**config.mk**
```make
export PLATFORM = sky130hd
export DESIGN_NAME = seg_bcd_mux
export DESIGN_NICKNAME = d
export VERILOG_FILES = /design/src/rtl/seg_bcd_mux.sv
export SDC_FILE = /design/constraint.sdc
export NUM_CORES = 1
export LEC_CHECK = 0
export CAP_MARGIN = 10
export CORE_ASPECT_RATIO = 2
export CORE_MARGIN = 10
export CORE_UTILIZATION = 55
export DETAILED_ROUTE_END_ITERATION = 10
export PLACE_DENSITY = 0.8
export SYNTH_ARGS = -nofsm -noshare
export SYNTH_HDL_FRONTEND = slang
export SYNTH_SLANG_ARGS = --single-unit
export TNS_END_PERCENT = 1
```
**constraint.sdc**
```tcl
create_clock -name clk -period 3.5 [get_ports clk]
set_clock_uncertainty 0.05 [all_clocks]
set_input_delay 0.35 -clock clk [delete_from_list [all_inputs] [get_ports clk]]
set_output_delay 0.35 -clock clk [all_outputs]
set_load 0.03 [all_outputs]
```
**src/rtl/seg_bcd_mux.sv**
```systemverilog
// seg_bcd_mux: multi-digit 7-segment BCD/hex display driver with frame-aligned value updates.
// Optional feature macro SEG_LZB_EN: blank leading zero digits of the displayed word.
module seg_bcd_mux #(
    parameter int DIGITS   = 6,
    parameter int SCAN_DIV = 50000
) (
    input  logic                  clk,
    input  logic                  rst_n,
    input  logic [4*DIGITS-1:0]   din,
    input  logic                  din_valid,
    output logic                  din_ready,
    input  logic [DIGITS-1:0]     dp_mask,
    input  logic                  blank,
    output logic                  frame_start,
    output logic [DIGITS-1:0]     seg_sel,
    output logic [7:0]            seg_data
);

    localparam int CW = (SCAN_DIV > 1) ? $clog2(SCAN_DIV) : 1;
    localparam int IW = (DIGITS > 1) ? $clog2(DIGITS) : 1;

    logic [CW-1:0]         scanCnt_q, scanCnt_d;
    logic [IW-1:0]         digitIdx_q, digitIdx_d;
    logic [4*DIGITS-1:0]   pend_q, pend_d;
    logic                  pendFull_q, pendFull_d;
    logic [4*DIGITS-1:0]   shadow_q, shadow_d;
    logic                  started_q, started_d;
    logic                  frameStart_q, frameStart_d;
    logic [DIGITS-1:0]     segSel_q, segSel_d;
    logic [7:0]            segData_q, segData_d;

    logic                  tick;
    logic                  wrap;
    logic                  accept;
    logic                  commit;
    logic [3:0]            curNib;
    logic                  curDp;
    logic                  curLzb;
    logic [DIGITS-1:0]     lzbMask;

    function automatic logic [6:0] decodeNibble(input logic [3:0] nib);
        case (nib)
            4'h0:    decodeNibble = 7'h40;
            4'h1:    decodeNibble = 7'h79;
            4'h2:    decodeNibble = 7'h24;
            4'h3:    decodeNibble = 7'h30;
            4'h4:    decodeNibble = 7'h19;
            4'h5:    decodeNibble = 7'h12;
            4'h6:    decodeNibble = 7'h02;
            4'h7:    decodeNibble = 7'h78;
            4'h8:    decodeNibble = 7'h00;
            4'h9:    decodeNibble = 7'h10;
            4'hA:    decodeNibble = 7'h08;
            4'hB:    decodeNibble = 7'h03;
            4'hC:    decodeNibble = 7'h46;
            4'hD:    decodeNibble = 7'h21;
            4'hE:    decodeNibble = 7'h06;
            4'hF:    decodeNibble = 7'h0E;
            default: decodeNibble = 7'h7F;
        endcase
    endfunction

`ifdef SEG_LZB_EN
    // A digit is blanked while it and every digit above it are zero; digit 0 always shows.
    logic lzbRun;
    always_comb begin
        lzbMask = '0;
        lzbRun  = 1'b1;
        for (int i = DIGITS - 1; i >= 1; i--) begin
            lzbRun     = lzbRun && (shadow_q[4*i +: 4] == 4'h0);
            lzbMask[i] = lzbRun;
        end
    end
`else
    assign lzbMask = '0;
`endif

    always_comb begin
        curNib = 4'h0;
        curDp  = 1'b0;
        curLzb = 1'b0;
        for (int i = 0; i < DIGITS; i++) begin
            if (digitIdx_q == IW'(i)) begin
                curNib = shadow_q[4*i +: 4];
                curDp  = dp_mask[i];
                curLzb = lzbMask[i];
            end
        end
    end

    always_comb begin
        tick       = (scanCnt_q == CW'(SCAN_DIV - 1));
        wrap       = tick && (digitIdx_q == IW'(DIGITS - 1));
        accept     = din_valid && !pendFull_q;
        commit     = wrap && pendFull_q;

        scanCnt_d  = tick ? '0 : scanCnt_q + CW'(1);
        digitIdx_d = digitIdx_q;
        if (tick) begin
            digitIdx_d = wrap ? '0 : digitIdx_q + IW'(1);
        end

        // The committed word is always the one already pending, so a same-cycle transfer refills pending.
        shadow_d   = commit ? pend_q : shadow_q;
        pend_d     = accept ? din : pend_q;
        pendFull_d = accept || (pendFull_q && !commit);

        started_d    = started_q || tick;
        frameStart_d = wrap;

        segSel_d  = (blank || !started_q) ? '1 : ~(DIGITS'(1) << digitIdx_q);
        segData_d = 8'hFF;
        if (started_q) begin
            segData_d = {~curDp, curLzb ? 7'h7F : decodeNibble(curNib)};
        end
    end

    always_ff @(posedge clk or negedge rst_n) begin
        if (!rst_n) begin
            scanCnt_q    <= '0;
            digitIdx_q   <= '0;
            pend_q       <= '0;
            pendFull_q   <= 1'b0;
            shadow_q     <= '0;
            started_q    <= 1'b0;
            frameStart_q <= 1'b0;
            segSel_q     <= '1;
            segData_q    <= 8'hFF;
        end else begin
            scanCnt_q    <= scanCnt_d;
            digitIdx_q   <= digitIdx_d;
            pend_q       <= pend_d;
            pendFull_q   <= pendFull_d;
            shadow_q     <= shadow_d;
            started_q    <= started_d;
            frameStart_q <= frameStart_d;
            segSel_q     <= segSel_d;
            segData_q    <= segData_d;
        end
    end

    assign din_ready   = !pendFull_q;
    assign frame_start = frameStart_q;
    assign seg_sel     = segSel_q;
    assign seg_data    = segData_q;

endmodule

```
==> qor.csv, run 1 <==
metric,value,unit
core_area,6890,µm²
fp.dieW,79.2,µm
rsz0062_at_grt,no,
grt-busiest-layer,met2,
worstPathArrival,3.27,ns
synth.area.top_cells,"dfrtp_1 45%, mux2_2 15%, dfstp_2 9.5%",
setup_violations,0,
grt_pass1_wl,13200,µm
gr-usage-met1,14.1,%
timing.fmax,322,MHz
start_kind,flip-flop,
clock_latency,0.33,ns
clk_pin_slew,0.06,ns
fin_crit,3.10,ns
firstDrtPassIters,4,
dp_hpwl,6030,µm
outcome,finished clean,
fp-row-count,43,
antenna_found_initial,0,
synth-seq-cells,84,
path_class,flip-flop to flip-flop,
ff_latch_area,2120,µm²
synth.avg_cell_area,12.2,µm²
final_util,68.8,%
yosysSeqAreaShare,55.0,%
rr_startpoint,digitIdx_q[0],
die-area,11000,µm²
cts-resized-gates,0,
p_clk_share,46.0,%
synth.cell_area,3850,µm²
layout-drive-gt1-share,24.7,%
critPathSlowestCell,o21ai_0,
clock_sink_count,84,
vias,2575,
p_comb_share,4.3,%
cp-startpoint,digitIdx_q[0],
htree_levels,3,
seqPwrFrac,49.7,%
setup_tns,0,ns
clockBufferDepth,2,
relSlewSlack,28.5,%
cts_tree,built,
critPathCaptureType,flip-flop,
hold_class,input pin to async pin,
cts-hold-fix-buffers,0,
fin_crit_sh,88.7,%
cp.required,3.67,ns
track_usage,15.3,%
grt_overflow_total,0,
syn_to_final_growth,22.9,%
p_per_area,434,nW/µm²
grt_max_degree,85,
fin_nets,415,
synth_cells,316,
drt-initial-drc-count,179,
post-cts-setup-buffer-count,0,
crit_chain,"inv_1, ha_1, o21ai_0, a222oi_1, a31oi_1, inv_1, ha_1, a2111oi_0, a31oi_1",
synth.top_cell.area_share,45.5,%
yosysTopAreaCell,dfrtp_1,
grt_util_met3,4.03,%
dp.cells,447,
start_util,55.9,%
insertedDiodeCount,0,
fill_cells,550,
p_sw,0.389,mW
hold_viol_final,0,
post_drt_wl_per_cell,17.1,µm
drv_cap,0,
final_max_slew_viol_count,0,
ys_types,43,
synthesis.nets,363,
routed_wl,7890,µm
globalplace.congestion,0.827,
swShare,18.9,%
p_leak,2.08,nW
first_global_vias,2817,
io_pins,50,
worst_slew_pin_slew,1.07,ns
via_per_inst,5.57,
layout_commonest_cell,dfrtp_1,
multiInputGateArea,1630,µm²
path_max_fanout,10,
stdcell_count,462,
use_met2,28.6,%
path_delay_family,compound AO/OA/AOI/OAI gates,
final_cell_mix,"70 x dfrtp_1, 50 x mux2_2, 48 x clkdlybuf4s50_1",
cp.buffers_inverters,2,
cts_buffers,9,
ys_warn_count,0,
drtAntennaViolNets,0,
intPower,1.67,mW
cts_root_buf,clkbuf_16,
peakVddDrop,0.000344,V
die_h,138,µm
io_buffers,49,
route.detailed.drc,0,
cp_slowest_stage_delay,0.52,ns
## stage by stage
| step | worst slack (ns) | total power [mW] | area, µm² | hold slack [ns] |
|---|---|---|---|---|
| 2_1_floorplan | 0.732 | 1.06 | 3850 | 0.00441 |
| 3_3_place_gp | 0.658 | 1.13 | 4430 | 0.435 |
| 3_5_place_dp | 0.428 | 1.13 | 4430 | 0.441 |
| 4_1_cts | 0.426 | 2.08 | 4740 | 0.179 |
| 5_1_grt | 0.0259 | 2.13 | 4740 | 0.216 |
| 6_report | 0.397 | 2.06 | 4740 | 0.120 |
## cell families (layout without fill, tap and decap cells)
group | Yosys count | count (layout) | synth area share (%)
and+or+nand+nor | 93 | 93 | 13.2
DFF | 84 | 84 | 55.0
muxes | 53 | 53 | 15.4
AOI/OAI and AO/OA | 35 | 35 | 6.20
buffers and inverters | 24 | 80 | 2.76
xor gates and xnor gates | 14 | 14 | 3.18
adders and majority gates | 13 | 13 | 4.22
## final cells by class
type                            instances  area share [%]
Clock buffer                           14            5.79
Clock inverter                          1           0.634
Inverter                               10           0.793
Multi-Input combinational cell        208            34.4
Sequential cell                        84            44.8
Tap cell                               90            2.38
Timing Repair Buffer                   55            11.3
## cell usage after synthesis, drive strengths merged
master / number
clkbuf: 11
xnor2: 7
nor2b: 7
a22o: 1
nor3b: 2
mux2i: 3
buf: 3
a211o: 1
or4b: 1
a221oi: 1
a32oi: 1
a221o: 1
nor4: 4
a222oi: 2
nor2: 19
a2111oi: 1
nor3: 4
o21ai: 10
nand2b: 2
dfrtp: 70
nand4: 1
and3: 3
nor4b: 2
o221ai: 2
xor2: 7
nand3: 16
or2: 3
ha: 13
a311oi: 2
o211ai: 1
mux2: 50
a31oi: 5
and4: 1
and2: 3
dfstp: 14
nand2: 20
a21oi: 7
nand3b: 5
inv: 10
## final timing paths
kind | slack [ns] | depth (start not counted) | to
setup reg to reg | 0.40 | 9 | seg_data[3]
setup / recovery | 0.40 | 9 | seg_data[3]
min in group clk | 0.45 | 1 | pend_q[8]
hold reg to reg | 0.45 | 1 | pend_q[8]
hold / removal | 0.12 | 1 | pend_q[17]
max in group asynchronous | 2.63 | 1 | pend_q[2]
## routing by layer
metal	up-vias	wire length (µm)
li1	1222	-
met1	1278	2690
met2	52	4640
met3	23	280
met4	0	279
met5	-	0
## sequential cells by signal, indices dropped and copies added (netlist names)
| signal | cells |
|---|---|
| shadow_q | 24 |
| started_q | 1 |
| scanCnt_q | 16 |
| frame_start | 1 |
| pend_q | 24 |
| seg_data | 8 |
| pendFull_q | 1 |
| seg_sel | 6 |
| digitIdx_q | 3 |
## power by group through the flow
stage | Combinational, mW | Sequential, mW | Clock (mW)
2_1_floorplan | 0.0298 | 1.03 | 0
3_3_place_gp | 0.0873 | 1.04 | 0
3_5_place_dp | 0.0898 | 1.04 | 0
4_1_cts | 0.0902 | 1.02 | 0.964
5_1_grt | 0.0973 | 1.03 | 1.00
6_report | 0.0876 | 1.02 | 0.946
No activity file was read; power rests on OpenSTA's default activity.
==> run 2, diff against run 1 <==
==> constraint.sdc (replaced) <==
create_clock -name clk -period 3.5 [get_ports clk]
set_clock_uncertainty 0.05 [all_clocks]
set_input_delay 0.7 -clock clk [delete_from_list [all_inputs] [get_ports clk]]
set_output_delay 0.7 -clock clk [all_outputs]
set_load 0.03 [all_outputs]
==> run 2 against run 1 <==
Largest power group unchanged. Final cell count unchanged. Count of clock-buffer cells in the layout increased by 1. Highest routed layer unchanged. Power increased by 2.0%. Routed wire length increased by 6.7%. Sequential power about the same. Die area unchanged. Via count increased by 0.62%. Critical endpoint unchanged.
==> qor.csv, run 2 (same netlist as run 1, synthesis figures left out) <==
metric,value,unit,change
gr-usage-met1,13.8,%,-0.21 points
clock_latency,0.34,ns,about the same
io_buffers,49,,unchanged
critPathSlowestCell,o21ai_0,,
drt-initial-drc-count,122,,-32%
drtAntennaViolNets,0,,unchanged
hold_viol_final,0,,unchanged
globalplace.congestion,0.849,,+2.6%
layout-drive-gt1-share,24.7,%,unchanged
setup_violations,0,,unchanged
use_met2,30.8,%,+2.1 points
grt-busiest-layer,met2,,
critPathCaptureType,flip-flop,,
core_area,6890,µm²,unchanged
die_h,138,µm,unchanged
grt_pass1_wl,13500,µm,+2.0%
die-area,11000,µm²,unchanged
timing.fmax,316,MHz,-1.9%
min_path_cells,1,,
cp_slowest_stage_delay,0.59,ns,+0.07 ns
clockBufferDepth,2,,unchanged
insertedDiodeCount,0,,unchanged
post-cts-setup-buffer-count,0,,unchanged
path_class,flip-flop to flip-flop,,
grt_max_degree,85,,unchanged
antenna_found_initial,0,,unchanged
track_usage,16.0,%,+0.63 points
post_drt_wl_per_cell,18.2,µm,+6.7%
layout_commonest_cell,dfrtp_1,,
fin_nets,414,,-0.24%
peakVddDrop,0.000355,V,+3.2%
worst_slew_pin_slew,1.04,ns,-0.0302 ns
io_pins,50,,unchanged
cp.buffers_inverters,2,,unchanged
drv_cap,0,,unchanged
cts_buffers,9,,unchanged
routed_wl,8410,µm,+6.7%
fp.dieW,79.2,µm,unchanged
clk_pin_slew,0.06,ns,about the same
vias,2591,,+0.62%
cts-hold-fix-buffers,0,,unchanged
start_util,55.9,%,unchanged
p_per_area,442,nW/µm²,+1.9%
outcome,finished clean,,
relSlewSlack,30.5,%,+2.0 points
p_leak,2.08,nW,about the same
fin_crit_sh,90.4,%,+1.7 points
fin_crit,3.16,ns,+0.0594 ns
syn_to_final_growth,23.1,%,
grt_overflow_total,0,,unchanged
cp.depth,9,,unchanged
final_cell_mix,"70 x dfrtp_1, 50 x mux2_2, 48 x clkdlybuf4s50_1",,
hold_class,flip-flop to flip-flop,,
final_max_slew_viol_count,0,,unchanged
via_per_inst,5.61,,+0.62%
reg_top3,"pend_q: 24 flops, shadow_q: 24 flops, scanCnt_q: 16 flops",,
first_global_vias,2825,,+0.28%
cts_tree,built,,
cts-resized-gates,0,,unchanged
crit_chain,"inv_1, ha_1, o21ai_0, a222oi_1, a31oi_1, inv_1, ha_1, a2111oi_0, a31oi_1",,
ff2ff_path_depth,9,,unchanged
post-route-cell-area,4740,µm²,+0.13%
clock_sink_count,84,,unchanged
grt_util_met3,3.96,%,-0.065 points
path_max_fanout,10,,unchanged
cp.required,3.68,ns,about the same
r2r_slack,0.34,ns,-0.06 ns
dp_hpwl,6160,µm,+2.2%
htree_levels,3,,unchanged
route.detailed.drc,0,,unchanged
firstDrtPassIters,5,,+1
fp-row-count,43,,unchanged
path_delay_family,compound AO/OA/AOI/OAI gates,,
setup_tns,0,ns,unchanged
rsz0062_at_grt,no,,
start_kind,flip-flop,,
post_dp_cell_area,4420,µm²,-0.17%
cts_root_buf,clkbuf_16,,
worstPathArrival,3.34,ns,+0.07 ns
## run 2: changes by cell type in the layout (fill, tap and decap cells not counted), sizes merged
cell	previous run	this run
buf	7	6
clkbuf	14	15
## run 2: stage by stage
stage / power (mW) / hold slack, ns / util, % / worst slack [ns] / instances
after global routing: 2.16 / 0.468 / 68.9 / 0.0446 / 462
final: 2.10 / 0.451 / 68.9 / 0.337 / 462
after floorplan: 1.06 / 0.354 / - / 0.732 / 316
after detailed placement: 1.13 / 0.443 / 64.2 / 0.384 / 446
after CTS: 2.11 / 0.455 / 68.9 / 0.389 / 462
after global placement: 1.13 / 0.435 / 64.2 / 0.635 / 446
## run 2: metal layers
metal	wire (µm)	up-vias
met2	4980	60
met1	2810	1306
li1	-	1208
met3	342	17
met5	0	-
met4	275	0
## run 2: power breakdown
group | total [mW] | switching [mW] | internal [mW]
clock network | 0.986 | 0.355 | 0.631
registers | 1.02 | 0.0184 | 1.00
logic | 0.0887 | 0.0327 | 0.0560
## run 2: path summary, 6_finish.rpt
| path | startpoint | endpoint |
|---|---|---|
| max | digitIdx_q[0] | seg_data[3] |
| min | pend_q[6] | shadow_q[6] |
| max reg2reg | digitIdx_q[0] | seg_data[3] |
| min reg2reg | pend_q[6] | shadow_q[6] |
| max in group asynchronous | rst_n | pend_q[4] |
| min in group asynchronous | rst_n | pend_q[20] |
## run 2: layout make-up
| cell class | instances | area [µm²] |
|---|---|---|
| clock inverter | 1 | 30.0 |
| sequential | 84 | 2120 |
| inverter | 10 | 37.5 |
| fill | 550 | 2140 |
| tap | 90 | 113 |
| multi-input combinational | 208 | 1630 |
| timing repair buffer | 54 | 526 |
| clock buffer | 15 | 288 |
==> run 3, diff against run 2 <==
Settings changed: GPL_ROUTABILITY_DRIVEN set to 0, HOLD_SLACK_MARGIN set to 0.15.
==> results of run 3 <==
No change in the layout: final DEF, timing and power equal those of run 2.
==> patch 1, RTL diff (settings of run 2) <==
Reset style: synchronous (`rst_n`), changed in one clocked block.
--- a/src/rtl/seg_bcd_mux.sv
+++ b/src/rtl/seg_bcd_mux.sv
@@ -115,7 +115,7 @@
         end
     end
 
-    always_ff @(posedge clk or negedge rst_n) begin
+    always_ff @(posedge clk) begin
         if (!rst_n) begin
             scanCnt_q    <= '0;
             digitIdx_q   <= '0;
Check against the original RTL: differs if rst_n is asserted again (counterexample within 4 cycles, from zero or initial values and one cycle with rst_n low); with rst_n held inactive, the same outputs for 10 cycles.
==> patch 1 against run 2 <==
Synthesized area is 8.4% lower. Routed wire length is 8.6% lower. Global-route usage is 0.52 points lower. Final area is 8.5% lower. Setup slack better by 150 ps. Sequential share of layout area is 5.9 points lower. Via count is 13% higher. Sequential cell count stayed put. Power is 0.93% lower. Synthesized cell count is 36% higher. Largest cell class unchanged.
==> patch 1: results (changes against run 2) <==
\begin{tabular}{lr}
\hline
Metric & Value \\
\hline
\multicolumn{2}{l}{\textbf{Final layout}} \\
Count of nets after finishing & 515 (was 414) \\
Layout filler cell count & 520 (was 550) \\
Count of inserted antenna diode cells & 0 (unchanged) \\
Fraction of final layout cells sized beyond drive strength 1 & 0.05274 (was 0.2473) \\
\multicolumn{2}{l}{\textbf{Synth}} \\
Top cell types by occurrence after synthesis & sky130\_fd\_sc\_hd\_\_nand2\_1 (125), sky130\_fd\_sc\_hd\_\_dfxtp\_1 (84), sky130\_fd\_sc\_hd\_\_a21oi\_1 (57) (was sky130\_fd\_sc\_hd\_\_dfrtp\_1 (70), sky130\_fd\_sc\_hd\_\_mux2\_2 (50), sky130\_fd\_sc\_hd\_\_nand2\_1 (20)) \\
Synthesized netlist net count & 476 (was 363) \\
Sequential fraction of the synthesis area & 0.4766 (was 0.5502) \\
Synth area leaders & sky130\_fd\_sc\_hd\_\_dfxtp\_1 (48\%), sky130\_fd\_sc\_hd\_\_nand2\_1 (13\%), sky130\_fd\_sc\_hd\_\_a21oi\_1 (8.1\%) (was sky130\_fd\_sc\_hd\_\_dfrtp\_1 (45\%), sky130\_fd\_sc\_hd\_\_mux2\_2 (15\%), sky130\_fd\_sc\_hd\_\_dfstp\_2 (9.5\%)) \\
Share of synthesized flip-flops with an asynchronous set or reset & 0 (was 1.000) \\
Most used flip-flop cell after synthesis & sky130\_fd\_sc\_hd\_\_dfxtp\_1 (was sky130\_fd\_sc\_hd\_\_dfrtp\_1) \\
Count of distinct cell types in the synthesized netlist & 48 (was 43) \\
\multicolumn{2}{l}{\textbf{Setup path}} \\
FF-to-FF setup slack & 490 ps (was 340 ps) \\
Maximum fanout count along the critical path & 9 (was 10) \\
Worst Path Arrival & 3170 ps (was 3340 ps) \\
\multicolumn{2}{l}{\textbf{GRT}} \\
Global-route wire length before repair & 12.99 mm (was 13.52 mm) \\
All-Layer GR Usage & 0.1546 (was 0.1598) \\
Pin count of the biggest net entering global routing & 43 (was 85) \\
\multicolumn{2}{l}{\textbf{Detailed routing}} \\
Drt via density & 5.241 (was 5.608) \\
DRC violation total after the first TritonRoute iteration & 172 (was 122) \\
Total detailed-routing wirelength & 7.692 mm (was 8.413 mm) \\
Detailed Routing Iterations Pass 1 & 4 (was 5) \\
\multicolumn{2}{l}{\textbf{STA}} \\
Relative slew slack & 0.5004 (was 0.3053) \\
Worst-case hold slack & 395.7 ps (was 450.6 ps) \\
\multicolumn{2}{l}{\textbf{Pwr}} \\
Max IR drop VDD & 386.6 uV (was 355.1 uV) \\
Leakage power of the design & 1.603 nW (was 2.084 nW) \\
\multicolumn{2}{l}{\textbf{Clock tree}} \\
Clock tree root buffer cell & sky130\_fd\_sc\_hd\_\_clkbuf\_16 (unchanged) \\
Postcts setup bufs & 0 (unchanged) \\
\multicolumn{2}{l}{\textbf{Place}} \\
Final weighted congestion of routability-driven global placement & 0.8818 (was 0.8487) \\
Post-detail-place hpwl & 5.650 mm (was 6.156 mm) \\
\multicolumn{2}{l}{\textbf{Outcome}} \\
Outcome & finished, final reports clean (unchanged) \\
\hline
\end{tabular}
## patch 1: critical path: stages, from the launching register on
cell                        delay [ps]
sky130_fd_sc_hd__dfxtp_1           400
sky130_fd_sc_hd__inv_1              90
sky130_fd_sc_hd__ha_1              310
sky130_fd_sc_hd__o21ai_1           320
sky130_fd_sc_hd__nand2_1            70
sky130_fd_sc_hd__o21ai_0           510
sky130_fd_sc_hd__inv_1             220
sky130_fd_sc_hd__ha_1              310
sky130_fd_sc_hd__nor2b_1           160
sky130_fd_sc_hd__a2111oi_2         360
sky130_fd_sc_hd__a31oi_1            70
## patch 1: worst paths after layout
| check | startpoint | endpoint |
|---|---|---|
| min reg2reg | scanCnt_q[0] | scanCnt_q[0] |
| min | scanCnt_q[0] | scanCnt_q[0] |
| max | digitIdx_q[0] | seg_data[3] |
| max reg2reg | digitIdx_q[0] | seg_data[3] |
## patch 1: layer usage
| layer | vias up | global-route usage | part of all wire |
|---|---|---|---|
| met5 | - | 0 | 0 |
| met4 | 0 | 0.1060 | 0.037 |
| met3 | 21 | 0.03369 | 0.033 |
| met2 | 71 | 0.2856 | 0.54 |
| met1 | 1345 | 0.1466 | 0.39 |
| li1 | 1498 | - | - |
## patch 1: cell families (layout without fill, tap and decap cells)
kind of cell / after synthesis / after routing / share of synthesized area
simple gates: 196 / 196 / 0.2443
compound gates: 87 / 87 / 0.1472
flops: 84 / 84 / 0.4766
buf+inv: 35 / 79 / 0.04893
xor+xnor: 14 / 14 / 0.03475
fa+ha+maj: 12 / 12 / 0.04255
mux: 2 / 2 / 0.005674
## patch 1: cell type report
| class | count | share of cell area |
|---|---|---|
| sequential | 84 | 0.3878 |
| clock buffer | 12 | 0.05684 |
| inverter | 11 | 0.009521 |
| clock inverter | 4 | 0.01673 |
| tap | 86 | 0.02481 |
| timing repair buffer | 52 | 0.1183 |
| multi-input combinational | 311 | 0.3860 |
## patch 1: report_power, final
group / switching, W / internal (W) / total, W / leakage, nW
Combinational: 0.0000430 / 0.0000496 / 0.0000926 / 0.768
Sequential: 0.0000108 / 0.000976 / 0.000987 / 0.682
Clock: 0.000356 / 0.000643 / 0.000999 / 0.153
Total: 0.000410 / 0.00167 / 0.00208 / 1.60
## patch 1: stage by stage
stage,setup slack (ps),util,std cells,instance area [sq um]
final,486.2,0.6929,560,4337
after global routing,190.5,0.6929,560,4337
after CTS,505.0,0.6929,560,4337
after detailed placement,526.9,0.6419,544,4018
after global placement,750.5,0.6419,544,4018
after floorplan,873.8,-,430,3528
==> patch 2, RTL diff (flow settings as in run 2) <==
Made on the original files. Add a define of `SEG_LZB_EN`.
--- a/src/rtl/seg_bcd_mux.sv
+++ b/src/rtl/seg_bcd_mux.sv
@@ -1,5 +1,7 @@
 // seg_bcd_mux: multi-digit 7-segment BCD/hex display driver with frame-aligned value updates.
 // Optional feature macro SEG_LZB_EN: blank leading zero digits of the displayed word.
+`define SEG_LZB_EN
+
 module seg_bcd_mux #(
     parameter int DIGITS   = 6,
     parameter int SCAN_DIV = 50000
Function: same outputs for any inputs over 10 cycles, from zero or initial values and one cycle with rst_n low; that may be too few to reach the edited logic, so the function may still have changed.
==> patch 2 against run 2 <==
Synthesized area increased by 4.1%. Setup slack improved by 110 ps. Die area increased by 3.2%. Final area increased by 1.3%. Power decreased by 7.3%. Via count increased by 4.9%. Critical path type unchanged. Routed wire length decreased by 5.1%. Largest cell class unchanged. Fmax increased by 3.7%. Sequential cell count unchanged.
==> patch 2: results (changes against run 2) <==
\begin{tabular}{lr}
\hline
Metric & Value \\
\hline
\multicolumn{2}{l}{\textbf{Final layout}} \\
Fraction of final layout cells sized beyond drive strength 1 & 0.2048 (was 0.2473) \\
Count of nets after finishing & 420 (was 414) \\
\multicolumn{2}{l}{\textbf{GRT}} \\
Global-route wire length before repair & 13.32 mm (was 13.52 mm) \\
Number of global-route vias before repair & 2,770 (was 2,825) \\
Met3 Usage GRT & 0.04395 (was 0.03961) \\
Met1 Resource Use GR & 0.1699 (was 0.1384) \\
All-Layer GR Usage & 0.1489 (was 0.1598) \\
\multicolumn{2}{l}{\textbf{Pwr}} \\
Total internal power & 0.001558 W (was 0.001692 W) \\
\multicolumn{2}{l}{\textbf{Synth}} \\
Count of distinct cell types in the synthesized netlist & 61 (was 43) \\
Top cell types by occurrence after synthesis & sky130\_fd\_sc\_hd\_\_dfrtp\_1 (70), sky130\_fd\_sc\_hd\_\_mux2\_2 (24), sky130\_fd\_sc\_hd\_\_nand2\_1 (20) (was sky130\_fd\_sc\_hd\_\_dfrtp\_1 (70), sky130\_fd\_sc\_hd\_\_mux2\_2 (50), sky130\_fd\_sc\_hd\_\_nand2\_1 (20)) \\
Synth area leaders & sky130\_fd\_sc\_hd\_\_dfrtp\_1 (44\%), sky130\_fd\_sc\_hd\_\_dfstp\_2 (9.2\%), sky130\_fd\_sc\_hd\_\_mux2\_4 (7.1\%) (was sky130\_fd\_sc\_hd\_\_dfrtp\_1 (45\%), sky130\_fd\_sc\_hd\_\_mux2\_2 (15\%), sky130\_fd\_sc\_hd\_\_dfstp\_2 (9.5\%)) \\
Sequential fraction of the synthesis area & 0.5287 (was 0.5502) \\
Synthesized netlist net count & 374 (was 363) \\
\multicolumn{2}{l}{\textbf{Setup path}} \\
Maximum fanout count along the critical path & 19 (was 10) \\
Startpoint of the lowest-slack register-to-register path & digitIdx\_q[2] (was digitIdx\_q[0]) \\
Worst Path Arrival & 3240 ps (was 3340 ps) \\
Timing startpoint of the critical path & digitIdx\_q[2] (was digitIdx\_q[0]) \\
R2R depth & 10 (was 9) \\
Slowest cell on crit path & sky130\_fd\_sc\_hd\_\_dfrtp\_1 (was sky130\_fd\_sc\_hd\_\_o21ai\_0) \\
\multicolumn{2}{l}{\textbf{Outcome}} \\
Outcome & finished, final reports clean (unchanged) \\
\multicolumn{2}{l}{\textbf{Place}} \\
Placed cell area & 0.004543 sq mm (was 0.004424 sq mm) \\
Post-detail-place hpwl & 5.735 mm (was 6.156 mm) \\
Final weighted congestion of routability-driven global placement & 0.8782 (was 0.8487) \\
\multicolumn{2}{l}{\textbf{Detailed routing}} \\
Via total after detailed routing & 2,718 (was 2,591) \\
Detailed Routing Iterations Pass 1 & 4 (was 5) \\
Wire length per cell & 17.05 um (was 18.21 um) \\
\multicolumn{2}{l}{\textbf{Worst hold path}} \\
Source of the worst hold timing path & scanCnt\_q[0] (was pend\_q[6]) \\
\hline
\end{tabular}
## patch 2: changes by cell type after synthesis, sizes merged, moves of 3 or more
cell | run 2 | this run
clkbuf | 11 | 6
nor2 | 19 | 12
and3 | 3 | 6
nand4 | 1 | 4
a31oi | 5 | 0
xnor2 | 7 | 4
buf | 3 | 10
o211ai | 1 | 4
a21oi | 7 | 10
## patch 2: metal layers
layer / up-vias / wire, um
li1: 1272 / -
met1: 1339 / 3271
met2: 91 / 4019
met3: 16 / 500
met4: 0 / 189
met5: - / 0
## patch 2: metrics by stage
step,utilization,power (W),setup WS [ps],std cells
global placement,0.6348,0.001131,674.4,454
floorplan,-,0.001071,1051,327
global route,0.6710,0.002033,277.5,468
finish,0.6710,0.001944,450.1,468
CTS,0.6710,0.001977,487.7,468
detailed placement,0.6348,0.001137,525.9,454
## patch 2: logic make-up after synthesis
family | Yosys count | share of synthesized area
flops | 84 | 0.5287
compound gates | 45 | 0.07866
fa+ha+maj | 13 | 0.04058
mux | 52 | 0.1626
buf+inv | 26 | 0.03090
simple gates | 94 | 0.1302
xor+xnor | 13 | 0.02840
## patch 2: layout make-up
type	instances	area, sq um
clock buffers	12	246.5
clock inverters	2	12.51
fillers	537	2355
inverters	10	37.54
multi-input cells	217	1768
flip-flops and latches	84	2120
well taps	92	115.1
repair buffers	51	503.0
## patch 2: power by group through the flow
stage                     Sequential [W]  Combinational (W)  Clock [W]
final                            0.00103          0.0000902   0.000827
after global routing             0.00103           0.000101   0.000899
after CTS                        0.00103          0.0000931   0.000856
after detailed placement         0.00104          0.0000925          0
after global placement           0.00104          0.0000887          0
after floorplan                  0.00104          0.0000340          0
## patch 2: worst reg2reg max path, stage by stage (launching register included)
cell,delay [ps]
sky130_fd_sc_hd__dfrtp_1,680
sky130_fd_sc_hd__inv_1,200
sky130_fd_sc_hd__ha_1,400
sky130_fd_sc_hd__and3b_1,250
sky130_fd_sc_hd__o31ai_1,190
sky130_fd_sc_hd__a22o_1,320
sky130_fd_sc_hd__inv_1,150
sky130_fd_sc_hd__ha_1,230
sky130_fd_sc_hd__and3_1,160
sky130_fd_sc_hd__a211oi_1,240
sky130_fd_sc_hd__o21ai_1,100
## patch 2: final timing paths
check	end	slack [ps]
max	seg_data[3]	450
min	scanCnt_q[0]	430
max reg2reg	seg_data[3]	450
min reg2reg	scanCnt_q[0]	430
max in group asynchronous	shadow_q[17]	2290
min in group asynchronous	scanCnt_q[8]	480
